==> config.mk <==
export PLATFORM = sky130hd
export DESIGN_NAME = hsstl_rx_lane_retry_sched_v1_0
export DESIGN_NICKNAME = d
export VERILOG_FILES = /design/src/rtl/hsstl_rx_lane_retry_sched_v1_0.sv
export SDC_FILE = /design/constraint.sdc
export NUM_CORES = 1
export LEC_CHECK = 0
export ABC_AREA = 1
export BUFFER_PORTS_ARGS = -buffer_cell sky130_fd_sc_hd__buf_2
export CORE_MARGIN = 2
export CORE_UTILIZATION = 40
export DETAILED_ROUTE_END_ITERATION = 8
export PLACE_DENSITY_LB_ADDON = 0.08
export SLEW_MARGIN = 20
export SYNTH_ARGS = -nofsm -noshare
export SYNTH_HDL_FRONTEND = slang
export SYNTH_SLANG_ARGS = --single-unit
==> constraint.sdc <==
create_clock -name clk -period 2.65 [get_ports clk]
set_input_delay 0.53 -clock clk [delete_from_list [all_inputs] [get_ports clk]]
set_output_delay 0.53 -clock clk [all_outputs]
set_load 0.03 [all_outputs]
==> src/rtl/hsstl_rx_lane_retry_sched_v1_0.sv <==
// Per-lane RX recovery scheduler: round-robin grant of one lane at a time,
// soft-reset pulse, wait for init_done, bounded retries with sticky exhaustion.
module hsstl_rx_lane_retry_sched_v1_0 #(
  parameter int unsigned RST_PULSE_CYCLES = 16,
  parameter int unsigned TMR_WIDTH        = 16,
  parameter int unsigned INIT_TIMEOUT     = 50000,
  parameter int unsigned MAX_RETRY        = 7
) (
  input  logic       clk,
  input  logic       rst_n,
  input  logic       enable,
  input  logic [3:0] lane_mask,
  input  logic [3:0] lane_err,
  input  logic [3:0] init_done,
  output logic [3:0] rxlane_soft_rst_n,
  output logic       busy,
  output logic [1:0] cur_lane,
  output logic [3:0] lane_ok,
  output logic [3:0] retry_exhausted
);

  localparam int unsigned PW = (RST_PULSE_CYCLES > 1) ? $clog2(RST_PULSE_CYCLES) : 1;
  localparam logic [PW-1:0]        PULSE_LAST  = PW'(RST_PULSE_CYCLES - 1);
  localparam logic [PW-1:0]        PULSE_ONE   = PW'(1);
  localparam logic [TMR_WIDTH-1:0] TMR_LAST    = TMR_WIDTH'(INIT_TIMEOUT - 1);
  localparam logic [TMR_WIDTH-1:0] TMR_ONE     = TMR_WIDTH'(1);
  localparam logic [2:0]           RETRY_LIMIT = 3'(MAX_RETRY);

  typedef enum logic [1:0] {IDLE, ASSERT, WAIT_DONE} state_t;

  state_t               state, state_nxt;
  logic [1:0]           rr;
  logic [PW-1:0]        pulse_cnt;
  logic [TMR_WIDTH-1:0] timer;
  logic                 done_low_seen;
  logic [2:0]           retry_cnt [4];

  logic [3:0] pend;
  logic       grant_vld;
  logic [1:0] grant_lane;
  logic [1:0] idx;
  logic       abort;
  logic       pulse_end;
  logic       success;
  logic       timeout;
  logic [2:0] retry_inc;
  logic       exhaust_now;

  always_comb begin
    pend       = {4{enable}} & lane_mask & lane_err & ~retry_exhausted;
    grant_vld  = 1'b0;
    grant_lane = rr;
    idx        = rr;
    // search rr, rr+1, rr+2, rr+3 (mod 4); first hit wins
    for (int unsigned k = 0; k < 4; k++) begin
      idx = rr + 2'(k);
      if (!grant_vld && pend[idx]) begin
        grant_vld  = 1'b1;
        grant_lane = idx;
      end
    end

    abort       = (state != IDLE) && (!enable || !lane_mask[cur_lane]);
    pulse_end   = (state == ASSERT) && (pulse_cnt == PULSE_LAST);
    success     = (state == WAIT_DONE) && init_done[cur_lane] && done_low_seen;
    timeout     = (state == WAIT_DONE) && !success && (timer == TMR_LAST);
    retry_inc   = retry_cnt[cur_lane] + 3'd1;
    exhaust_now = timeout && (retry_inc == RETRY_LIMIT);

    state_nxt = state;
    case (state)
      IDLE:      if (grant_vld) state_nxt = ASSERT;
      ASSERT:    if (pulse_end) state_nxt = WAIT_DONE;
      WAIT_DONE: begin
        if (success || exhaust_now) state_nxt = IDLE;
        else if (timeout)           state_nxt = ASSERT;
      end
      default:   state_nxt = IDLE;
    endcase
    if (abort) state_nxt = IDLE;
  end

  always_ff @(posedge clk or negedge rst_n) begin
    if (!rst_n) begin
      state <= IDLE;
      busy  <= 1'b0;
    end else begin
      state <= state_nxt;
      busy  <= (state_nxt != IDLE);
    end
  end

  always_ff @(posedge clk or negedge rst_n) begin
    if (!rst_n) begin
      rxlane_soft_rst_n <= '1;
      cur_lane          <= '0;
      lane_ok           <= '0;
      retry_exhausted   <= '0;
      rr                <= '0;
      pulse_cnt         <= '0;
      timer             <= '0;
      done_low_seen     <= 1'b0;
      for (int unsigned i = 0; i < 4; i++) retry_cnt[i] <= '0;
    end else begin
      if (abort) begin
        rxlane_soft_rst_n <= '1;
      end else begin
        case (state)
          IDLE: if (grant_vld) begin
            cur_lane              <= grant_lane;
            lane_ok[grant_lane]   <= 1'b0;
            pulse_cnt             <= '0;
            done_low_seen         <= 1'b0;
            rxlane_soft_rst_n     <= ~(4'b0001 << grant_lane);
          end
          ASSERT: begin
            pulse_cnt <= pulse_cnt + PULSE_ONE;
            if (!init_done[cur_lane]) done_low_seen <= 1'b1;
            if (pulse_end) begin
              timer             <= '0;
              rxlane_soft_rst_n <= '1;
            end
          end
          WAIT_DONE: begin
            timer <= timer + TMR_ONE;
            if (!init_done[cur_lane]) done_low_seen <= 1'b1;
            if (success) begin
              lane_ok[cur_lane]   <= 1'b1;
              retry_cnt[cur_lane] <= '0;
              rr                  <= cur_lane + 2'd1;
            end else if (timeout) begin
              retry_cnt[cur_lane] <= retry_inc;
              if (exhaust_now) begin
                retry_exhausted[cur_lane] <= 1'b1;
                rr                        <= cur_lane + 2'd1;
              end else begin
                // same lane re-enters ASSERT without re-arbitration
                pulse_cnt         <= '0;
                done_low_seen     <= 1'b0;
                rxlane_soft_rst_n <= ~(4'b0001 << cur_lane);
              end
            end
          end
          default: rxlane_soft_rst_n <= '1;
        endcase
      end

      for (int unsigned i = 0; i < 4; i++) begin
        if (!enable || !lane_mask[i]) begin
          retry_cnt[i]       <= '0;
          retry_exhausted[i] <= 1'b0;
          lane_ok[i]         <= 1'b0;
        end
      end
    end
  end

endmodule

======== Word-level counts from Yosys, hierarchy flattened ========
Cells that the tools add are included.
Widths: inputs -> output; s select.
operators by class
  shift-type cells ........................ 2
  bitwise operators ....................... 14
  multiplexer cells ....................... 83
  equality and inequality tests ........... 31
  $lt $le $gt $ge ......................... 10
  reductions and logical operators ........ 74
  add/subtract/negate cells ............... 7
operators by type and width
  cell                   number
  $mux 4                 18
  $mux 12                4
  $reduce_bool 2->1      17
  $pmux 16 s2            1
  $ne 3x3->1 const B     9
  $reduce_bool 3->1      9
  $mux 1                 25
  $reduce_and 5->1       5
  $pmux 4 s3             2
  $mux 2                 11
  $mux 3                 7
  $reduce_and 3->1       7
  $reduce_and 4->1       5
  $lt 2x3->1 const B     6
  $add 16x1->16 const B  1
  $and 4x4->4            4
  $eq 16x16->1 const B   1
  $mux 16                1
  $ne 2x1->1 const B     8
  $not 4->4              4
  $logic_and 1x1->1      13
  $and 12x12->12         1
  $bmux 1 s2             6
  $bwmux 12              1
  28 further kinds       55
storage, ports and cells
  logic and storage cells ................. 241
  bits in registers ....................... 52
  input bits .............................. 15
  output and inout port bits .............. 15

======== Depth between registers and ports, before layout ========
  depth after elaboration ................. 25
  mapped depth ............................ 15
  depth with buffers taken out ............ 15

======== Worst setup path after synthesis ========
OpenSTA, ideal clock, no wires.
  path type ............................... flip-flop to flip-flop
  from .................................... register cur_lane[0]
  to ...................................... register pulse_cnt[0]
  period minus slack after synthesis ...... 2.203 ns
  path buffers ............................ 0
  data required time ...................... 2.531 ns
  setup time .............................. 0.119 ns
  slack ................................... 0.447 ns
  cell stages (with the launch flop) ...... 13
  arrival ................................. 2.084 ns
  path through ............................ dfrtp_1 > inv_2 > o21ai_0 > a21oi_1 > a21oi_1 > ha_1 > nand3b_1 > nand3_1 > nand3_1 > inv_1 > nor2_1 > nor2_4 > o21a_1
between the ends
  word-level cells in the longest chain between the ends .. 10
  elaborated cells between the ends (all ways) .. 24
  classes of those cells .................. 1 x add/sub; 4 x eq/ne; 7 x mux; 2 x bitwise; 10 x reduce/logical
RTL lines
  what                                                                 RTL line  source
  from (decl)                                                          17        output logic [1:0] cur_lane,
  from (signal assigned)                                               110       cur_lane <= grant_lane;
  parallel branches: the longest is 9 deep, another holds $add 3x1->3  n/a
  $reduce_and 6->1 (no line) *                                         n/a
  to (signal assigned)                                                 117       pulse_cnt <= pulse_cnt + PULSE_ONE;
  to (decl)                                                            33        logic [PW-1:0] pulse_cnt;
Every way passes the cells marked *. The select of a mux whose other input is x is not followed.
A chain may end at the register's enable or synchronous reset.

======== Worst setup path in the final report ========
  from .................................... register cur_lane[0]
  to ...................................... register retry_exhausted[2]
between the ends
  word-level cells in the longest chain between the ends .. 11
  elaborated cells between the ends (all ways) .. 36
  classes of those cells .................. 1 x add/sub; 2 x order compare; 3 x eq/ne; 15 x mux; 2 x bitwise; 13 x reduce/logical
RTL lines
  what                                                            RTL line  source
  $lt 2x3->1 (not written as such) or $ge 2x1->1 (tied branches)  134       retry_exhausted[cur_lane] <= 1'b1;
  $logic_and 1x1->1 (not written as such)                         134
  $mux 1 (not written as such)                                    134
  $demux 1 s2                                                     134
  $or 4x4->4 (no line)                                            n/a
  $mux 4                                                          133       if (exhaust_now) begin
  $mux 4                                                          131       end else if (timeout) begin
  $mux 4                                                          127       if (success) begin
  $mux 4                                                          108       case (state)
  $mux 4                                                          105       if (abort) begin
  $mux 1                                                          149       if (!enable || !lane_mask[i]) begin
  to (signal assigned)                                            98        retry_exhausted <= '0;
  to (signal, indexed assignment)                                 134
  to (signal, indexed assignment)                                 151       retry_exhausted[i] <= 1'b0;
  to (decl)                                                       19        output logic [3:0] retry_exhausted
Several ways; a longest one is shown, not always the timed one. The select of a mux whose other input is x is not followed.

==> metrics <==
# fillers 873; DR vias 3,142; clock insertion delay at the later pin of the skew report 0.31 ns; WS Path Type register to register; Tcrit/Tclk final 0.862; GRT Util Overall 0.191; area grow syn2layout 11.2%; EDFF count, synth 0; worst vdd ir 429 uV; Detailed Route WL 8620 um; routability cong. 0.848; largest net degree at the start of global routing 28; post-synth top area share 0.342; commonest non-fill, non-tap cell in the layout nand2_1; Critical Path AT 2.51 ns; crit-path cells inv_2, nand2_1, a32oi_1, ha_1, nand3b_1, nand3_1, inv_1, nand3_1, nor2_1, nand2_1, a21oi_1; Setup Fix Bufs, Post-CTS 0; Most used DFF post-synth dfrtp_1; average routed wire per standard cell 13.8 um; drt first-iter violations 100; syn_nets 508; Worst Hold Margin 0.232 ns; CP max stage delay 0.48 ns; Max-Cap Viols 0; final worst setup slack 0.366 ns; Final Hold Viols 0; logic gate share of total power 0.383; reg2reg setup slack 0.37 ns; Diodes inserted 0; nets 543; post-synthesis register bit count 52; switching share of total power 0.413; TritonCTS sink count 52; CTS tree built; Worst-Margin Slew 0.632 ns; Die X 97.7 um; Die ar. 9540 um^2; I/O pin count 30; 1st-pass router iterations 4; TritonCTS buffer count 5; setup tns final 0 ns; max-slew violations 0; IO Port Bufs 29; ranking of synthesized cells by area dfrtp_1 (34%), nand2_1 (12%), nor2_1 (6.8%); Warnings, synthesis 0; Clock Tree Buf Depth 2; initial antenna violation count 0; crit end category register; DP HPWL 6800 um; outcome complete, no violations; Leakage 2.01 nW; vias in the first global route 3,036; overall power 2.36 mW; P_sw 0.973 mW; CP required 2.88 ns; sequential share of the synthesized area 0.372; Post-synth ARST share 1.00; CTS H-Tree Depth 2; Cells after Synth 481; commonest non-fill, non-tap cells in the layout nand2_1 (108), nor2_1 (64), inv_1 (58); Synth cell types 43; DR DRC count 0; Overflow after GRT 0; Max Freq 438 MHz; RSZ-0062 raised after global routing false; Seq pwr share 0.404; Core ar. 8590 um^2; Max Fanout on Critical Path 11; minimum clock period 2.28 ns; Syn Area/Cell 7.30 um^2; slew margin rel. 0.579; largest area contributor in the netlist dfrtp_1; Vias/cell 5.03; Initial Util 0.408; P_int 1.38 mW; die height 97.7 um; Max stage delay cell, worst path dfrtp_2; Reg clk slew, reported paths 0.09 ns; fraction of layout cells with a size suffix above 1 0.178; crit start category register; # rows 34; Setup WS pre-CTS 0.337 ns; antenna viol nets, final 0; Final setup viols 0; power per cell area 604 nW/um^2; Hold Path Class input port to async pin; clock root buffer clkbuf_8; Clk pwr share 0.213; Mapped Area 3510 um^2; Fin Clk Skew 0.0114 ns; first-pass GRT wire length 14,900 um
[state kept, by name, indices dropped and copies added (netlist names)]
register and count:
done_low_seen 1, rxlane_soft_rst_n 4, pulse_cnt 4, busy 1, lane_ok 4, rr 2, timer 16, cur_lane 2
retry_exhausted 4, retry_cnt 12, state 2
[per-layer routing]
| metal | up-vias | track usage | share of wire |
|---|---|---|---|
| met3 | 7 | 0.0309 | 0.032 |
| li1 | 1619 | - | - |
| met5 | - | 0 | 0 |
| met2 | 54 | 0.294 | 0.46 |
| met1 | 1462 | 0.280 | 0.50 |
| met4 | 0 | 0.0534 | 0.0092 |
[cell type report]
type	instances	area [um^2]	share of cell area
Multi-Input combinational cell	353	1900	0.487
Timing Repair Buffer	34	195	0.0500
Sequential cell	52	1310	0.335
Tap cell	108	135	0.0346
Clock buffer	8	100	0.0257
Inverter	70	263	0.0674
[cells in the mapped netlist, types with 5 or more instances]
cell type and instances:
a21oi_1 27, dfrtp_1 48, ha_1 12, inv_1 58
inv_2 12, nand2_1 108, nand2_2 6, nand3_1 43
nor2_1 64, nor3_1 7, o21ai_0 33, o21ai_1 6
o21ai_2 5
[cells by family after synthesis]
group,share of synthesized area
xor+xnor,0.0171
buf+inv,0.0863
simple gates,0.338
flops,0.372
compound gates,0.144
fa+ha+maj,0.0428
[final timing paths]
path                                                   from                                to  cells past startpoint
min in group clk           rxlane_soft_rst_n[0]$_DFFE_PN1P_  rxlane_soft_rst_n[0]$_DFFE_PN1P_                      2
min reg2reg                rxlane_soft_rst_n[0]$_DFFE_PN1P_  rxlane_soft_rst_n[0]$_DFFE_PN1P_                      2
max                                 cur_lane[0]$_DFFE_PN0P_    retry_exhausted[2]$_DFFE_PN0P_                     11
max reg2reg                         cur_lane[0]$_DFFE_PN0P_    retry_exhausted[2]$_DFFE_PN0P_                     11
min                                                   rst_n          retry_cnt[2]$_DFFE_PN0P_                      1
max in group asynchronous                             rst_n              timer[2]$_DFFE_PN0P_                      2
[worst max-delay path, delay by kind of cell (launching register included)]
| family | cells | cell delay [ns] |
|---|---|---|
| fa+ha+maj | 1 | 0.23 |
| buf+inv | 2 | 0.25 |
| simple gates | 6 | 0.80 |
| flops | 1 | 0.48 |
| compound gates | 2 | 0.45 |
[repair_timing]
item                       CTS  global route
gates resized for setup      0             1
setup endpoints to repair    0             4
hold buffers                 0             0
[power groups by stage]
stage | clock [mW] | sequential (mW) | combinational (mW)
6_report | 0.503 | 0.951 | 0.904
3_3_place_gp | 0 | 0.965 | 0.898
2_1_floorplan | 0 | 1.04 | 0.576
4_1_cts | 0.528 | 0.951 | 0.912
3_5_place_dp | 0 | 0.964 | 0.911
5_1_grt | 0.562 | 0.963 | 1.03
[through the flow]
| stage | util | std cells | instance area, um^2 |
|---|---|---|---|
| global placement | 0.442 | 617 | 3800 |
| detailed placement | 0.442 | 617 | 3800 |
| CTS | 0.454 | 625 | 3900 |
| floorplan | - | 481 | 3510 |
| global route | 0.454 | 625 | 3900 |
| finish | 0.454 | 625 | 3900 |
Power figures use the tool's default switching activity.
